File: config.mk
export PLATFORM = sky130hd
export DESIGN_NAME = fetch_prefetch_queue_flat
export DESIGN_NICKNAME = d
export VERILOG_FILES = /design/src/rtl/fetch_prefetch_queue_pkg.sv /design/src/rtl/fetch_prefetch_queue_if.sv /design/src/rtl/fetch_prefetch_queue_hw_ring_buffer.sv /design/src/rtl/fetch_prefetch_queue.sv /design/src/flat_wrapper.sv
export SDC_FILE = /design/constraint.sdc
export NUM_CORES = 1
export LEC_CHECK = 0
export CORE_MARGIN = 10
export CORE_UTILIZATION = 30
export CTS_BUF_LIST = sky130_fd_sc_hd__clkbuf_8
export CTS_CLUSTER_SIZE = 10
export DETAILED_ROUTE_END_ITERATION = 16
export PLACE_DENSITY = 0.56
export SYNTH_ARGS = -nofsm -noshare
export SYNTH_HDL_FRONTEND = slang
export SYNTH_SLANG_ARGS = --single-unit
File: constraint.sdc
create_clock -name clk -period 3.69 [get_ports clk]
set_clock_uncertainty 0.1 [all_clocks]
set_input_delay 0.369 -clock clk [delete_from_list [all_inputs] [get_ports clk]]
set_output_delay 0.369 -clock clk [all_outputs]
set_load 0.005 [all_outputs]
File: src/rtl/fetch_prefetch_queue_pkg.sv
`default_nettype none
// ============================================================================
//  Module   : fetch_prefetch_queue_pkg
//  Purpose  : Shared constants, FSM state encoding and the RVC length helper
//             for the halfword prefetch queue.
//  Contents : XLEN, ILEN16, fq_state_e, is_rvc()
//  Revision : 1.0 - initial release
// ============================================================================
package fetch_prefetch_queue_pkg;

   localparam int XLEN   = 32;
   localparam int ILEN16 = 16;

   typedef enum logic [1:0] {
      FQ_IDLE = 2'd0,
      FQ_REQ  = 2'd1,
      FQ_WAIT = 2'd2,
      FQ_DROP = 2'd3
   } fq_state_e;

   // A halfword starts a compressed instruction unless its two LSBs are 11.
   function automatic logic is_rvc(input logic [ILEN16-1:0] hw);
      return (hw & 16'h0003) != 16'h0003;
   endfunction

endpackage
`default_nettype wire

File: src/rtl/fetch_prefetch_queue_if.sv
`default_nettype none
// ============================================================================
//  Module   : fetch_prefetch_queue_if
//  Purpose  : Bundles the redirect, instruction-memory and decode handshakes
//             of the fetch front-end.
//  Modports : master - fetch unit side (drives mem request and decode output)
//             slave  - environment side (memory, branch unit, decode)
//  Revision : 1.0 - initial release
// ============================================================================
interface fetch_prefetch_queue_if #(
   parameter int XLEN = fetch_prefetch_queue_pkg::XLEN
);
   logic            redirect_i;
   logic [XLEN-1:0] redirect_pc_i;
   logic            mem_req_o;
   logic [XLEN-1:0] mem_addr_o;
   logic            mem_gnt_i;
   logic            mem_rvalid_i;
   logic [31:0]     mem_rdata_i;
   logic            instr_valid_o;
   logic            instr_ready_i;
   logic [31:0]     instr_o;
   logic            instr_c_o;
   logic [XLEN-1:0] pc_o;

   modport master (
      input  redirect_i, redirect_pc_i, mem_gnt_i, mem_rvalid_i, mem_rdata_i,
             instr_ready_i,
      output mem_req_o, mem_addr_o, instr_valid_o, instr_o, instr_c_o, pc_o
   );

   modport slave (
      output redirect_i, redirect_pc_i, mem_gnt_i, mem_rvalid_i, mem_rdata_i,
             instr_ready_i,
      input  mem_req_o, mem_addr_o, instr_valid_o, instr_o, instr_c_o, pc_o
   );
endinterface
`default_nettype wire

File: src/rtl/fetch_prefetch_queue_hw_ring_buffer.sv
`default_nettype none
// ============================================================================
//  Module   : hw_ring_buffer
//  Purpose  : Circular buffer of 16-bit halfwords, up to two pushed and two
//             popped per cycle. clear empties it and overrides push/pop.
//  Ports    : clk, rst_n (async, active-low), clear,
//             push_n[1:0] (0..2, push_hw0 first then push_hw1),
//             pop_n[1:0]  (0..2), count (occupancy),
//             head0/head1 (oldest and second-oldest halfword)
//  Revision : 1.0 - initial release
// ============================================================================
module hw_ring_buffer
   import fetch_prefetch_queue_pkg::*;
#(
   parameter int DEPTH_HW = 8
) (
   input  wire logic                          clk,
   input  wire logic                          rst_n,
   input  wire logic                          clear,
   input  wire logic [1:0]                    push_n,
   input  wire logic [ILEN16-1:0]             push_hw0,
   input  wire logic [ILEN16-1:0]             push_hw1,
   input  wire logic [1:0]                    pop_n,
   output logic      [$clog2(DEPTH_HW):0]     count,
   output logic      [ILEN16-1:0]             head0,
   output logic      [ILEN16-1:0]             head1
);
   localparam int c_PW = $clog2(DEPTH_HW);
   localparam int c_CW = c_PW + 1;

   logic [ILEN16-1:0] r_mem [DEPTH_HW];
   logic [c_PW-1:0]   r_wr;
   logic [c_PW-1:0]   r_rd;
   logic [c_CW-1:0]   r_count;
   logic [c_PW-1:0]   w_wr1;
   logic [c_PW-1:0]   w_rd1;

   // Power-of-two depth: pointer arithmetic wraps for free.
   assign w_wr1 = r_wr + c_PW'(1);
   assign w_rd1 = r_rd + c_PW'(1);

   always_ff @(posedge clk or negedge rst_n) begin
      if (!rst_n) begin
         r_wr    <= '0;
         r_rd    <= '0;
         r_count <= '0;
      end else if (clear) begin
         r_wr    <= '0;
         r_rd    <= '0;
         r_count <= '0;
      end else begin
         r_wr    <= r_wr + c_PW'(push_n);
         r_rd    <= r_rd + c_PW'(pop_n);
         r_count <= r_count + c_CW'(push_n) - c_CW'(pop_n);
      end
   end

   // Storage needs no reset: occupancy alone decides what is valid.
   always_ff @(posedge clk) begin
      if (!clear) begin
         if (push_n != 2'd0) r_mem[r_wr]  <= push_hw0;
         if (push_n == 2'd2) r_mem[w_wr1] <= push_hw1;
      end
   end

   assign count = r_count;
   assign head0 = r_mem[r_rd];
   assign head1 = r_mem[w_rd1];

endmodule
`default_nettype wire

File: src/rtl/fetch_prefetch_queue.sv
`default_nettype none
// ============================================================================
//  Module   : fetch_prefetch_queue
//  Purpose  : Fetch front-end. Requests 32-bit words from instruction memory,
//             queues them as halfwords and hands realigned 16/32-bit
//             instructions to decode. Handles branch redirect (with drop of
//             an outstanding response) and decode back-pressure.
//  Ports    : clk, rst_n (async, active-low),
//             bus (fetch_prefetch_queue_if.master): redirect, memory
//             request/response, decode valid/ready/instr/pc.
//  Revision : 1.0 - initial release
// ============================================================================
module fetch_prefetch_queue
   import fetch_prefetch_queue_pkg::*;
#(
   parameter int              XLEN     = 32,
   parameter int              DEPTH_HW = 8,
   parameter logic [XLEN-1:0] RESET_PC = '0
) (
   input  wire logic             clk,
   input  wire logic             rst_n,
   fetch_prefetch_queue_if.master bus
);
   localparam int c_CW = $clog2(DEPTH_HW) + 1;

   fq_state_e         r_state;
   logic [XLEN-1:0]   r_fetch_pc;
   logic [XLEN-1:0]   r_out_pc;
   logic              r_skip_lo;
   logic              r_run;

   logic [c_CW-1:0]   w_count;
   logic [c_CW-1:0]   w_count_next;
   logic [ILEN16-1:0] w_head0;
   logic [ILEN16-1:0] w_head1;
   logic [ILEN16-1:0] w_push_hw0;
   logic              w_is_c;
   logic              w_valid;
   logic              w_fire;
   logic              w_rsp;
   logic              w_space_ok;
   logic [1:0]        w_push_n;
   logic [1:0]        w_pop_n;

   always_comb begin
      w_is_c       = is_rvc(w_head0);
      // A 32-bit head whose upper half is not yet fetched stays invalid.
      w_valid      = w_is_c ? (w_count >= c_CW'(1)) : (w_count >= c_CW'(2));
      w_fire       = w_valid & bus.instr_ready_i;
      w_pop_n      = w_fire ? (w_is_c ? 2'd1 : 2'd2) : 2'd0;
      w_rsp        = (r_state == FQ_WAIT) & bus.mem_rvalid_i;
      w_push_n     = w_rsp ? (r_skip_lo ? 2'd1 : 2'd2) : 2'd0;
      w_push_hw0   = r_skip_lo ? bus.mem_rdata_i[31:16] : bus.mem_rdata_i[15:0];
      w_count_next = w_count + c_CW'(w_push_n) - c_CW'(w_pop_n);
      // Two free slots reserved for the word about to be requested.
      w_space_ok   = w_count_next <= c_CW'(DEPTH_HW - 2);
   end

   hw_ring_buffer #(
      .DEPTH_HW (DEPTH_HW)
   ) u_ring (
      .clk      (clk),
      .rst_n    (rst_n),
      .clear    (bus.redirect_i),
      .push_n   (w_push_n),
      .push_hw0 (w_push_hw0),
      .push_hw1 (bus.mem_rdata_i[31:16]),
      .pop_n    (w_pop_n),
      .count    (w_count),
      .head0    (w_head0),
      .head1    (w_head1)
   );

   always_ff @(posedge clk or negedge rst_n) begin
      if (!rst_n) begin
         r_state    <= FQ_IDLE;
         r_fetch_pc <= RESET_PC;
         r_out_pc   <= RESET_PC;
         r_skip_lo  <= 1'b0;
         r_run      <= 1'b0;
      end else begin
         // One quiet cycle after reset release before the first request.
         r_run <= 1'b1;
         if (bus.redirect_i) begin
            r_fetch_pc <= bus.redirect_pc_i & ~XLEN'(3);
            r_out_pc   <= bus.redirect_pc_i & ~XLEN'(1);
            r_skip_lo  <= bus.redirect_pc_i[1];
            case (r_state)
               // A grant in the redirect cycle leaves a stale response in flight.
               FQ_REQ:           r_state <= bus.mem_gnt_i ? FQ_DROP : FQ_REQ;
               // A response landing in the redirect cycle is simply discarded.
               FQ_WAIT, FQ_DROP: r_state <= bus.mem_rvalid_i ? FQ_REQ : FQ_DROP;
               default:          r_state <= FQ_REQ;
            endcase
         end else begin
            if (w_fire) r_out_pc <= r_out_pc + (w_is_c ? XLEN'(2) : XLEN'(4));
            case (r_state)
               FQ_IDLE: if (r_run && w_space_ok) r_state <= FQ_REQ;
               FQ_REQ: begin
                  if (bus.mem_gnt_i) begin
                     r_fetch_pc <= r_fetch_pc + XLEN'(4);
                     r_state    <= FQ_WAIT;
                  end
               end
               FQ_WAIT: begin
                  if (bus.mem_rvalid_i) begin
                     r_skip_lo <= 1'b0;
                     r_state   <= w_space_ok ? FQ_REQ : FQ_IDLE;
                  end
               end
               FQ_DROP: begin
                  if (bus.mem_rvalid_i) r_state <= w_space_ok ? FQ_REQ : FQ_IDLE;
               end
               default: r_state <= FQ_IDLE;
            endcase
         end
      end
   end

   assign bus.mem_req_o     = (r_state == FQ_REQ);
   assign bus.mem_addr_o    = r_fetch_pc;
   assign bus.instr_valid_o = w_valid;
   assign bus.instr_o       = w_is_c ? {16'h0000, w_head0} : {w_head1, w_head0};
   assign bus.instr_c_o     = w_is_c;
   assign bus.pc_o          = r_out_pc;

endmodule
`default_nettype wire

File: src/flat_wrapper.sv
// flat-port wrapper written by rule: the top's interface ports become plain ports
module fetch_prefetch_queue_flat import fetch_prefetch_queue_pkg::*;
#(
   parameter int              XLEN     = 32,
   parameter int              DEPTH_HW = 8,
   parameter logic [XLEN-1:0] RESET_PC = '0
)
  (clk, rst_n, bus_redirect_i, bus_redirect_pc_i, bus_mem_gnt_i, bus_mem_rvalid_i, bus_mem_rdata_i, bus_instr_ready_i, bus_mem_req_o, bus_mem_addr_o, bus_instr_valid_o, bus_instr_o, bus_instr_c_o, bus_pc_o);
  fetch_prefetch_queue_if #(.XLEN(XLEN)) bus_i ();
  input  wire logic clk;
  input  wire logic rst_n;
  input wire logic [$bits(bus_i.redirect_i)-1:0] bus_redirect_i;
  input wire logic [$bits(bus_i.redirect_pc_i)-1:0] bus_redirect_pc_i;
  input wire logic [$bits(bus_i.mem_gnt_i)-1:0] bus_mem_gnt_i;
  input wire logic [$bits(bus_i.mem_rvalid_i)-1:0] bus_mem_rvalid_i;
  input wire logic [$bits(bus_i.mem_rdata_i)-1:0] bus_mem_rdata_i;
  input wire logic [$bits(bus_i.instr_ready_i)-1:0] bus_instr_ready_i;
  output wire logic [$bits(bus_i.mem_req_o)-1:0] bus_mem_req_o;
  output wire logic [$bits(bus_i.mem_addr_o)-1:0] bus_mem_addr_o;
  output wire logic [$bits(bus_i.instr_valid_o)-1:0] bus_instr_valid_o;
  output wire logic [$bits(bus_i.instr_o)-1:0] bus_instr_o;
  output wire logic [$bits(bus_i.instr_c_o)-1:0] bus_instr_c_o;
  output wire logic [$bits(bus_i.pc_o)-1:0] bus_pc_o;
  assign bus_i.redirect_i = bus_redirect_i;
  assign bus_i.redirect_pc_i = bus_redirect_pc_i;
  assign bus_i.mem_gnt_i = bus_mem_gnt_i;
  assign bus_i.mem_rvalid_i = bus_mem_rvalid_i;
  assign bus_i.mem_rdata_i = bus_mem_rdata_i;
  assign bus_i.instr_ready_i = bus_instr_ready_i;
  assign bus_mem_req_o = bus_i.mem_req_o;
  assign bus_mem_addr_o = bus_i.mem_addr_o;
  assign bus_instr_valid_o = bus_i.instr_valid_o;
  assign bus_instr_o = bus_i.instr_o;
  assign bus_instr_c_o = bus_i.instr_c_o;
  assign bus_pc_o = bus_i.pc_o;
  fetch_prefetch_queue #(.XLEN(XLEN), .DEPTH_HW(DEPTH_HW), .RESET_PC(RESET_PC)) u_core (.clk(clk), .rst_n(rst_n), .bus(bus_i));
endmodule
==> results of run 1 <==
[repair_timing]
action                                 in CTS  in global routing
gates resized for setup                    10                 17
hold buffers                                1                  0
endpoints found under the hold margin      51                  0
cloned                                      0                  2
setup endpoints to repair                  26                 21
buffers inserted                            0                  4
pin swaps                                   0                  1
[worst register-to-register path, delay by kind of cell, from the launching register on]
family / cells / cell delay [ps]
DFF: 1 / 520
AOI/OAI and AO/OA: 2 / 430
muxes: 2 / 770
adders and majority gates: 2 / 590
buffers and inverters: 3 / 340
and+or+nand+nor: 4 / 650
[area by class of cell]
class | instances | area, µm² | area share (%)
multi-input cells | 771 | 6501 | 40.86
flip-flops and latches | 203 | 5727 | 35.99
repair buffers | 215 | 2128 | 13.37
well taps | 539 | 674.4 | 4.238
clock buffers | 43 | 591.8 | 3.719
clock inverters | 27 | 175.2 | 1.101
inverters | 30 | 112.6 | 0.7077
diodes | 1 | 2.502 | 0.01573
[kinds of logic (layout without fill, tap and decap cells)]
logic type | after synthesis | count (layout) | share of synthesized area [%]
other cells | 2 | 5 | 0.05918
flops | 203 | 203 | 45.08
mux | 186 | 186 | 22.18
simple gates | 329 | 329 | 13.25
fa+ha+maj | 17 | 17 | 1.972
compound gates | 199 | 199 | 10.56
buf+inv | 121 | 315 | 4.417
xor+xnor | 36 | 36 | 2.485
[worst max-delay path by stage]
stage,endpoint,slack [ps],cells after the start
CTS,u_core.bus.pc_o[29],-6,12
global placement,u_core.r_state[0],10,13
floorplan,u_core.bus.pc_o[29],100,14
global route,bus_instr_o[19],7,7
finish,bus_instr_o[17],140,8
detailed placement,u_core.r_state[0],-20,13
[sequential cells by signal (all words and copies together) (netlist names)]
register               count
u_core.bus.mem_addr_o     30
u_core.bus.pc_o           31
u_core.r_run               1
u_core.r_skip_lo           1
u_core.r_state             2
u_core.u_ring.count        4
u_core.u_ring.r_mem      128
u_core.u_ring.r_rd         3
u_core.u_ring.r_wr         3
[layer usage]
layer  part of all wire, %  GRT usage (%)  vias up
li1                      -              -     4479
met1                    44          20.14     4869
met2                    47          24.69      378
met3                   7.1          3.723       60
met4                   2.0          4.401        4
met5                 0.067              0        -
[placed cells by master, fill, tap and decap left out, types with 6 or more instances in the layout]
master,instances
clkbuf_8,43
nand3_1,19
nor4_1,27
nand4_1,18
mux2i_1,19
buf_4,42
mux4_2,64
clkdlybuf4s50_1,162
a2111oi_0,6
a211oi_2,6
o31ai_1,8
nand2b_1,16
edfxtp_1,128
a211oi_1,16
inv_1,39
nor2b_1,8
dfrtp_1,72
o2111a_1,7
and3_1,8
a21boi_0,10
nor2_1,107
and2_1,10
xor2_1,14
o21ai_0,8
xnor2_1,22
a21oi_1,94
mux2_2,99
clkinv_1,7
nand2_1,66
ha_1,11
nor3_1,13
and4_1,6
[per-stage QoR]
stage | instance area [µm²] | TNS (ps)
2_1_floorplan | 12700 | 0
3_3_place_gp | 14940 | 0
3_5_place_dp | 14940 | -24.83
4_1_cts | 15760 | -8.848
5_1_grt | 15910 | 0
6_report | 15910 | 0
[power by group]
part / internal, W / switching (W)
combinational: 0.00203 / 0.00170
sequential: 0.00261 / 0.000245
clock: 0.00122 / 0.00105
==> results.tsv, run 1 <==
metric	value	unit
p_total	0.008840	W
coreArea	41850	µm²
grt_max_degree	86	
r2r-end	u_core.bus.pc_o[29]	
hold_ws	282.0	ps
drtIter0Drc	934	
clock_sinks	203	
rsz0062_at_grt	no	
synth.area.top_cells	edfxtp_1 (30%), dfrtp_1 (15%), mux4_2 (11%)	
final_cells	1829	
num_vias	9790	
period_share	96.11	%
die_x	225.7	µm
critical_path.top_delay_family	buffers and inverters	
drive_gt1_share	23.66	%
syn_area_per_cell	11.61	µm²
cts_max_level	2	
yosysMostFrequentCell	edfxtp_1	
synth-seq-cells	203	
worst_slew_pin_slew	961.9	ps
clk_pin_slew	60	ps
overflow	0	
fin_crit	3546	ps
final-max-slew-violation-count	0	
rrSetupSlack	190	ps
crit_fanout	14	
syn_inst	1093	
worstSetupPathType	reg2out	
hold_viol	0	
ys_async_sr_fraction	36.95	%
dieArea	50920	µm²
antenna_left	0	
initial_core_util	30.32	%
place_inst	1751	
place.port_buffers	164	
place_ws	-24.83	ps
finish.utilization	38.02	%
fin_ws	143.6	ps
synth_warnings	0	
synth_top_area_cell	edfxtp_1	
peakVddDrop	0.3469	mV
clock_tree.buffer_depth	3	
wl_per_cell	22.02	µm
wl	40270	µm
power.density	555.5	nW/µm²
syn-cell-area	12690	µm²
die_h	225.7	µm
io_pins	169	
slowest_delay	560	ps
dp_hpwl	26510	µm
status	complete, no violations	
nNetsFinal	1349	
reg2reg_depth	13	
synth_cell_types	67	
required	3220	ps
route.detailed.drc	0	
yosysSeqAreaShare	45.08	%
maxCapViolations	0	
r2r_start	u_core.u_ring.r_rd[0]	
yosysTopAreaCellShare	30.29	%
cp_cell_sequence	buf_12, ha_4, buf_12, mux4_2, nand2_1, a21oi_1, buf_4, clkdlybuf4s50_1	
synth_ff_type	edfxtp_1	
grt_pass1_vias	9708	
antenna_found_initial	4	
cp-start-kind	register	
p_leak	5.720	nW
end_kind	output port	
worst-path-buf-inv	4	
cts_root_buf	clkbuf_8	
clock_latency	600	ps
area_growth	25.40	%
grt_pass1_wl	60050	µm
dr.pass1.iters	5	
gp_congestion	0.8123	
hold_path.class	in2async	
synth-edff-count	128	
n_fill_cell	4120	
rows	75	
arrival	3080	ps
report.final.setup_viol	0	
synthTopCellsByCount	edfxtp_1 (128), nor2_1 (107), mux2_2 (99)	
cts_tree	yes	
fmax	0.2820	GHz
cts_buffers	41	
maxSlewHeadroom	35.87	%
crit_slowest_cell	dfrtp_4	
grtUsageTotal	15.36	%
viasPerCell	5.353	
startpoint	u_core.u_ring.r_rd[0]	
cp_common_cell	buf_12	
Power figures use the tool's default switching activity.
==> run 2: changes to the inputs <==
--- a/config.mk
+++ b/config.mk
@@ -8,8 +8,9 @@
 export CORE_MARGIN = 10
 export CORE_UTILIZATION = 30
 export CTS_BUF_LIST = sky130_fd_sc_hd__clkbuf_8
-export CTS_CLUSTER_SIZE = 10
+export CTS_CLUSTER_SIZE = 8
 export DETAILED_ROUTE_END_ITERATION = 16
+export GPL_TIMING_DRIVEN = 0
 export PLACE_DENSITY = 0.56
 export SYNTH_ARGS = -nofsm -noshare
 export SYNTH_HDL_FRONTEND = slang
==> results.tsv, run 2 (same netlist as run 1, synthesis figures left out) <==
metric	value	unit
overflow	0	
wl	44450	µm
cts_tree	yes	
peakVddDrop	0.2501	mV
dp_hpwl	31470	µm
grt_pass1_vias	10400	
hold_path.class	in2async	
fmax	0.2788	GHz
reg2reg_depth	13	
fin_setup_tns	0	ps
num_vias	10260	
power.density	554.9	nW/µm²
nNetsFinal	1387	
place.port_buffers	147	
period_share	97.21	%
dieArea	50920	µm²
required	4020	ps
worst_slew_pin_slew	959.6	ps
grt_max_degree	43	
clock_latency	610	ps
worstSetupPathType	reg2reg	
place_ws	-748.9	ps
drive_gt1_share	24.58	%
dr.pass1.iters	6	
final_cells	1862	
cts_root_buf	clkbuf_8	
drtIter0Drc	1006	
die_x	225.7	µm
p_total	0.008947	W
area_growth	27.06	%
die_h	225.7	µm
grt_pass1_wl	65510	µm
r2r-end	u_core.bus.pc_o[29]	
final_common_cell	clkdlybuf4s50_1	
route.detailed.drc	0	
hold_ws	177.9	ps
clk_pin_slew	60	ps
r2r_start	u_core.u_ring.r_rd[0]	
startpoint	u_core.u_ring.r_rd[0]	
initial_core_util	30.32	%
coreArea	41850	µm²
arrival	3920	ps
rsz0062_at_grt	yes	
cts_max_level	2	
clock_sinks	203	
status	complete, no violations	
clock_tree.buffer_depth	3	
antenna_found_initial	2	
maxSlewHeadroom	36.03	%
fin_crit	3587	ps
wl_per_cell	23.87	µm
grtUsageTotal	16.97	%
final_cell_mix	clkdlybuf4s50_1 (146), edfxtp_1 (128), nor2_1 (105)	
p_leak	5.780	nW
viasPerCell	5.509	
final-max-slew-violation-count	0	
io_pins	169	
place_inst	1790	
gp_congestion	0.8675	
fin_ws	102.9	ps
end_kind	register	
rrSetupSlack	100	ps
hold_viol	0	
rows	75	
report.final.setup_viol	0	
crit_end	u_core.bus.pc_o[29]	
cp-start-kind	register	
largest-register	u_core.u_ring.r_mem	
maxCapViolations	0	
antenna_left	0	
crit_fanout	8	
cts_buffers	40	
largest_reg_flops	128	
==> run 2: cell count changes in the layout (fill, tap and decap cells not counted), moves of 3 or more <==
cell,change
buf_4,-23
a211oi_2,+3
buf_12,-5
buf_1,+16
clkbuf_1,+30
clkdlybuf4s50_1,-16
buf_8,+5
clkinv_2,-3
buf_16,+4
a211oi_1,-3
o21bai_2,+4
buf_2,+15
buf_6,+9
o21bai_1,-4
==> run 2: critical path: stages, from the launching register on <==
cell	delay, ps
dfrtp_1	390
buf_8	160
mux4_2	550
mux2i_4	240
inv_4	100
nand2_4	100
clkbuf_16	140
ha_2	160
inv_1	50
fa_2	370
and3b_1	320
nand2_2	220
a2111oi_2	470
a211oi_1	90
==> run 2: worst min-delay path by stage <==
stage / slack (ps) / endpoint / cells past startpoint
2_1_floorplan: -30 / u_core.bus.mem_addr_o[10] / 0
4_1_cts: 150 / u_core.u_ring.r_mem[4][13] / 3
6_report: 180 / u_core.u_ring.r_wr[2] / 2
3_5_place_dp: 270 / u_core.r_state[1] / 1
3_3_place_gp: 470 / u_core.bus.mem_addr_o[31] / 2
5_1_grt: 200 / u_core.u_ring.r_mem[4][6] / 3
==> run 2: metal layers <==
metal	wire, µm	vias to the layer above	part of all wire (%)	global-route usage [%]
met2	20500	529	46	27.44
met4	1051	2	2.4	4.967
met3	4246	81	9.6	4.307
met5	20	-	0.045	0
met1	18630	5071	42	21.97
li1	-	4575	-	-
==> run 2: power breakdown <==
part | internal (W) | total, W | switching (W)
Clock | 0.00118 | 0.00224 | 0.00107
Sequential | 0.00261 | 0.00282 | 0.000215
Combinational | 0.00199 | 0.00388 | 0.00189
Total | 0.00577 | 0.00895 | 0.00317
==> run 2: per-stage QoR <==
stage	util, %	area, µm²
floorplan	-	12700
global placement	35.47	14840
detailed placement	36.02	15080
CTS	38.30	16030
global route	38.52	16120
finish	38.52	16120
==> run 2: area by class of cell <==
class / count / area [µm²]
Inverter: 30 / 115.1
Tap cell: 539 / 674.4
Fill cell: 4039 / 25730
Antenna cell: 1 / 2.502
Clock inverter: 23 / 177.7
Sequential cell: 203 / 5722
Clock buffer: 41 / 564.3
Timing Repair Buffer: 165 / 1724
Buffer: 89 / 516.7
Multi-Input combinational cell: 771 / 6626
==> run 2: timing repair <==
action                                  4_1_cts  5_1_grt
hold buffers                                  1        0
resized for setup                            46       19
endpoints found under the hold margin        33        0
endpoints found under the setup margin       61       41
buffers inserted                              6        2
pin swaps                                     0        1
==> run 3: changes to the inputs <==
--- a/config.mk
+++ b/config.mk
@@ -6,12 +6,12 @@
 export NUM_CORES = 1
 export LEC_CHECK = 0
 export CORE_MARGIN = 10
-export CORE_UTILIZATION = 30
+export CORE_UTILIZATION = 52
 export CTS_BUF_LIST = sky130_fd_sc_hd__clkbuf_8
 export CTS_CLUSTER_SIZE = 8
 export DETAILED_ROUTE_END_ITERATION = 16
 export GPL_TIMING_DRIVEN = 0
-export PLACE_DENSITY = 0.56
+export PLACE_DENSITY = 0.85
 export SYNTH_ARGS = -nofsm -noshare
 export SYNTH_HDL_FRONTEND = slang
 export SYNTH_SLANG_ARGS = --single-unit
==> results.tsv, run 3 (same netlist as run 1, synthesis figures left out) <==
metric	value	unit
dr.pass1.iters	6	
p_comb_share	44.9	%
gp_congestion	0.9389	
viasPerCell	6.589	
clock_tree.buffer_depth	3	
wl	41990	µm
maxCapViolations	0	
initial_core_util	52.49	%
final_common_cell	clkdlybuf4s50_1	
overflow	0	
crit_slowest_cell	clkdlybuf4s50_1	
cp_common_cell	buf_4	
worst_slew_pin_slew	948.4	ps
cts_tree	yes	
place_inst	1575	
num_vias	10870	
hold_ws	257.2	ps
p_switching	0.003045	W
cp_cell_sequence	buf_12, mux4_2, mux2i_4, inv_2, nand2_2, clkbuf_8, buf_4, buf_4, a21oi_1, clkdlybuf4s50_1	
nNetsFinal	1390	
r2r-end	u_core.bus.pc_o[27]	
startpoint	u_core.u_ring.r_rd[0]	
required	3220	ps
p_clk_share	22.4	%
intPower	0.005614	W
drtIter0Drc	1473	
crit_end	bus_instr_o[30]	
grtUsageTotal	25.96	%
rows	57	
largest_reg_flops	128	
peakVddDrop	0.3460	mV
largest-register	u_core.u_ring.r_mem	
period_share	98.11	%
arrival	3150	ps
final-max-slew-violation-count	0	
dieArea	31050	µm²
area_growth	24.31	%
cts_max_level	2	
status	complete, no violations	
slowest_delay	560	ps
grt_pass1_vias	10940	
dp_hpwl	29020	µm
p_leak	5.760	nW
n_fill_cell	1711	
cts_root_buf	clkbuf_8	
coreArea	24180	µm²
n_antenna_cell	0	
maxSlewHeadroom	36.78	%
clock_latency	550	ps
ff_latch_area	5723	µm²
r2r_start	u_core.u_ring.r_rd[0]	
power.density	548.9	nW/µm²
hold_viol	0	
die_h	176.2	µm
end_kind	output port	
multi_input_area	6615	µm²
final_cell_mix	clkdlybuf4s50_1 (146), edfxtp_1 (128), nor2_1 (104)	
cp-start-kind	register	
report.final.setup_viol	0	
route.detailed.drc	0	
grt_pass1_wl	62920	µm
switching_share	35.16	%
cts_buffers	35	
antenna_left	0	
fmax	0.2762	GHz
clk_pin_slew	60	ps
fin_crit	3620	ps
final_cells	1649	
crit_fanout	10	
die_x	176.2	µm
hold_path.class	in2async	
drive_gt1_share	24.83	%
io_pins	169	
antenna_found_initial	0	
worstSetupPathType	reg2out	
reg2reg_depth	15	
clock_sinks	203	
grt_max_degree	41	
wl_per_cell	25.46	µm
place.port_buffers	147	
seq_power_share	32.7	%
rrSetupSlack	120	ps
==> run 3: routing by layer <==
layer | GRT usage, % | vias to the layer above | routed length [µm]
met1 | 31.41 | 5168 | 14620
met4 | 11.20 | 0 | 1827
li1 | - | 4568 | -
met5 | 0 | - | 0
met3 | 7.839 | 156 | 5766
met2 | 42.34 | 973 | 19780
==> run 3: how the worst min path moves through the flow <==
stage	end	slack, ps	cells past startpoint
3_3_place_gp	u_core.bus.mem_addr_o[31]	470	2
3_5_place_dp	u_core.bus.mem_addr_o[12]	290	1
6_report	u_core.bus.mem_addr_o[12]	260	2
5_1_grt	u_core.u_ring.r_mem[0][5]	270	3
2_1_floorplan	u_core.bus.mem_addr_o[10]	-30	0
4_1_cts	u_core.u_ring.r_mem[5][0]	230	3
==> run 3: worst max-delay path, delay by kind of cell, from the launching register on <==
kind | cells | cell delay [ps]
flip-flops | 1 | 440
AND/OR/NAND/NOR | 1 | 120
AO/OA/AOI/OAI | 1 | 260
buffers and inverters | 6 | 1360
multiplexers | 2 | 440
==> run 3: layout make-up <==
| type | count | share of cell area (%) |
|---|---|---|
| buffer | 89 | 3.165 |
| clock inverter | 22 | 0.7615 |
| multi-input combinational | 772 | 41.94 |
| timing repair buffer | 172 | 11.33 |
| inverter | 30 | 0.7297 |
| tap | 324 | 2.570 |
| sequential | 203 | 36.28 |
| clock buffer | 37 | 3.228 |
==> run 3: what timing repair did <==
action,in CTS,in global routing
cloned,0,2
setup endpoints to repair,57,61
hold endpoints to repair,39,0
resized for setup,31,27
pin swaps,0,2
hold buffers,1,0
buffers inserted,6,8
==> run 3: through the flow <==
stage,power (W),TNS (ps),utilization (%),setup slack [ps],cell area (µm²)
after detailed placement,0.006418,-11450,61.22,-603.4,14800
final,0.008658,0,65.24,69.69,15770
after floorplan,0.005004,0,-,104.6,12700
after CTS,0.008450,0,64.42,8.704,15570
after global routing,0.009033,-5.010,65.24,-5.010,15770
after global placement,0.006304,-117910,60.29,-921.8,14580
==> run 3: power groups by stage <==
stage / Combinational (W) / Sequential (W) / Clock [W]
after CTS: 0.00370 / 0.00281 / 0.00194
final: 0.00389 / 0.00283 / 0.00194
after floorplan: 0.00220 / 0.00280 / 0
after global placement: 0.00346 / 0.00285 / 0
after detailed placement: 0.00356 / 0.00286 / 0
after global routing: 0.00413 / 0.00285 / 0.00205
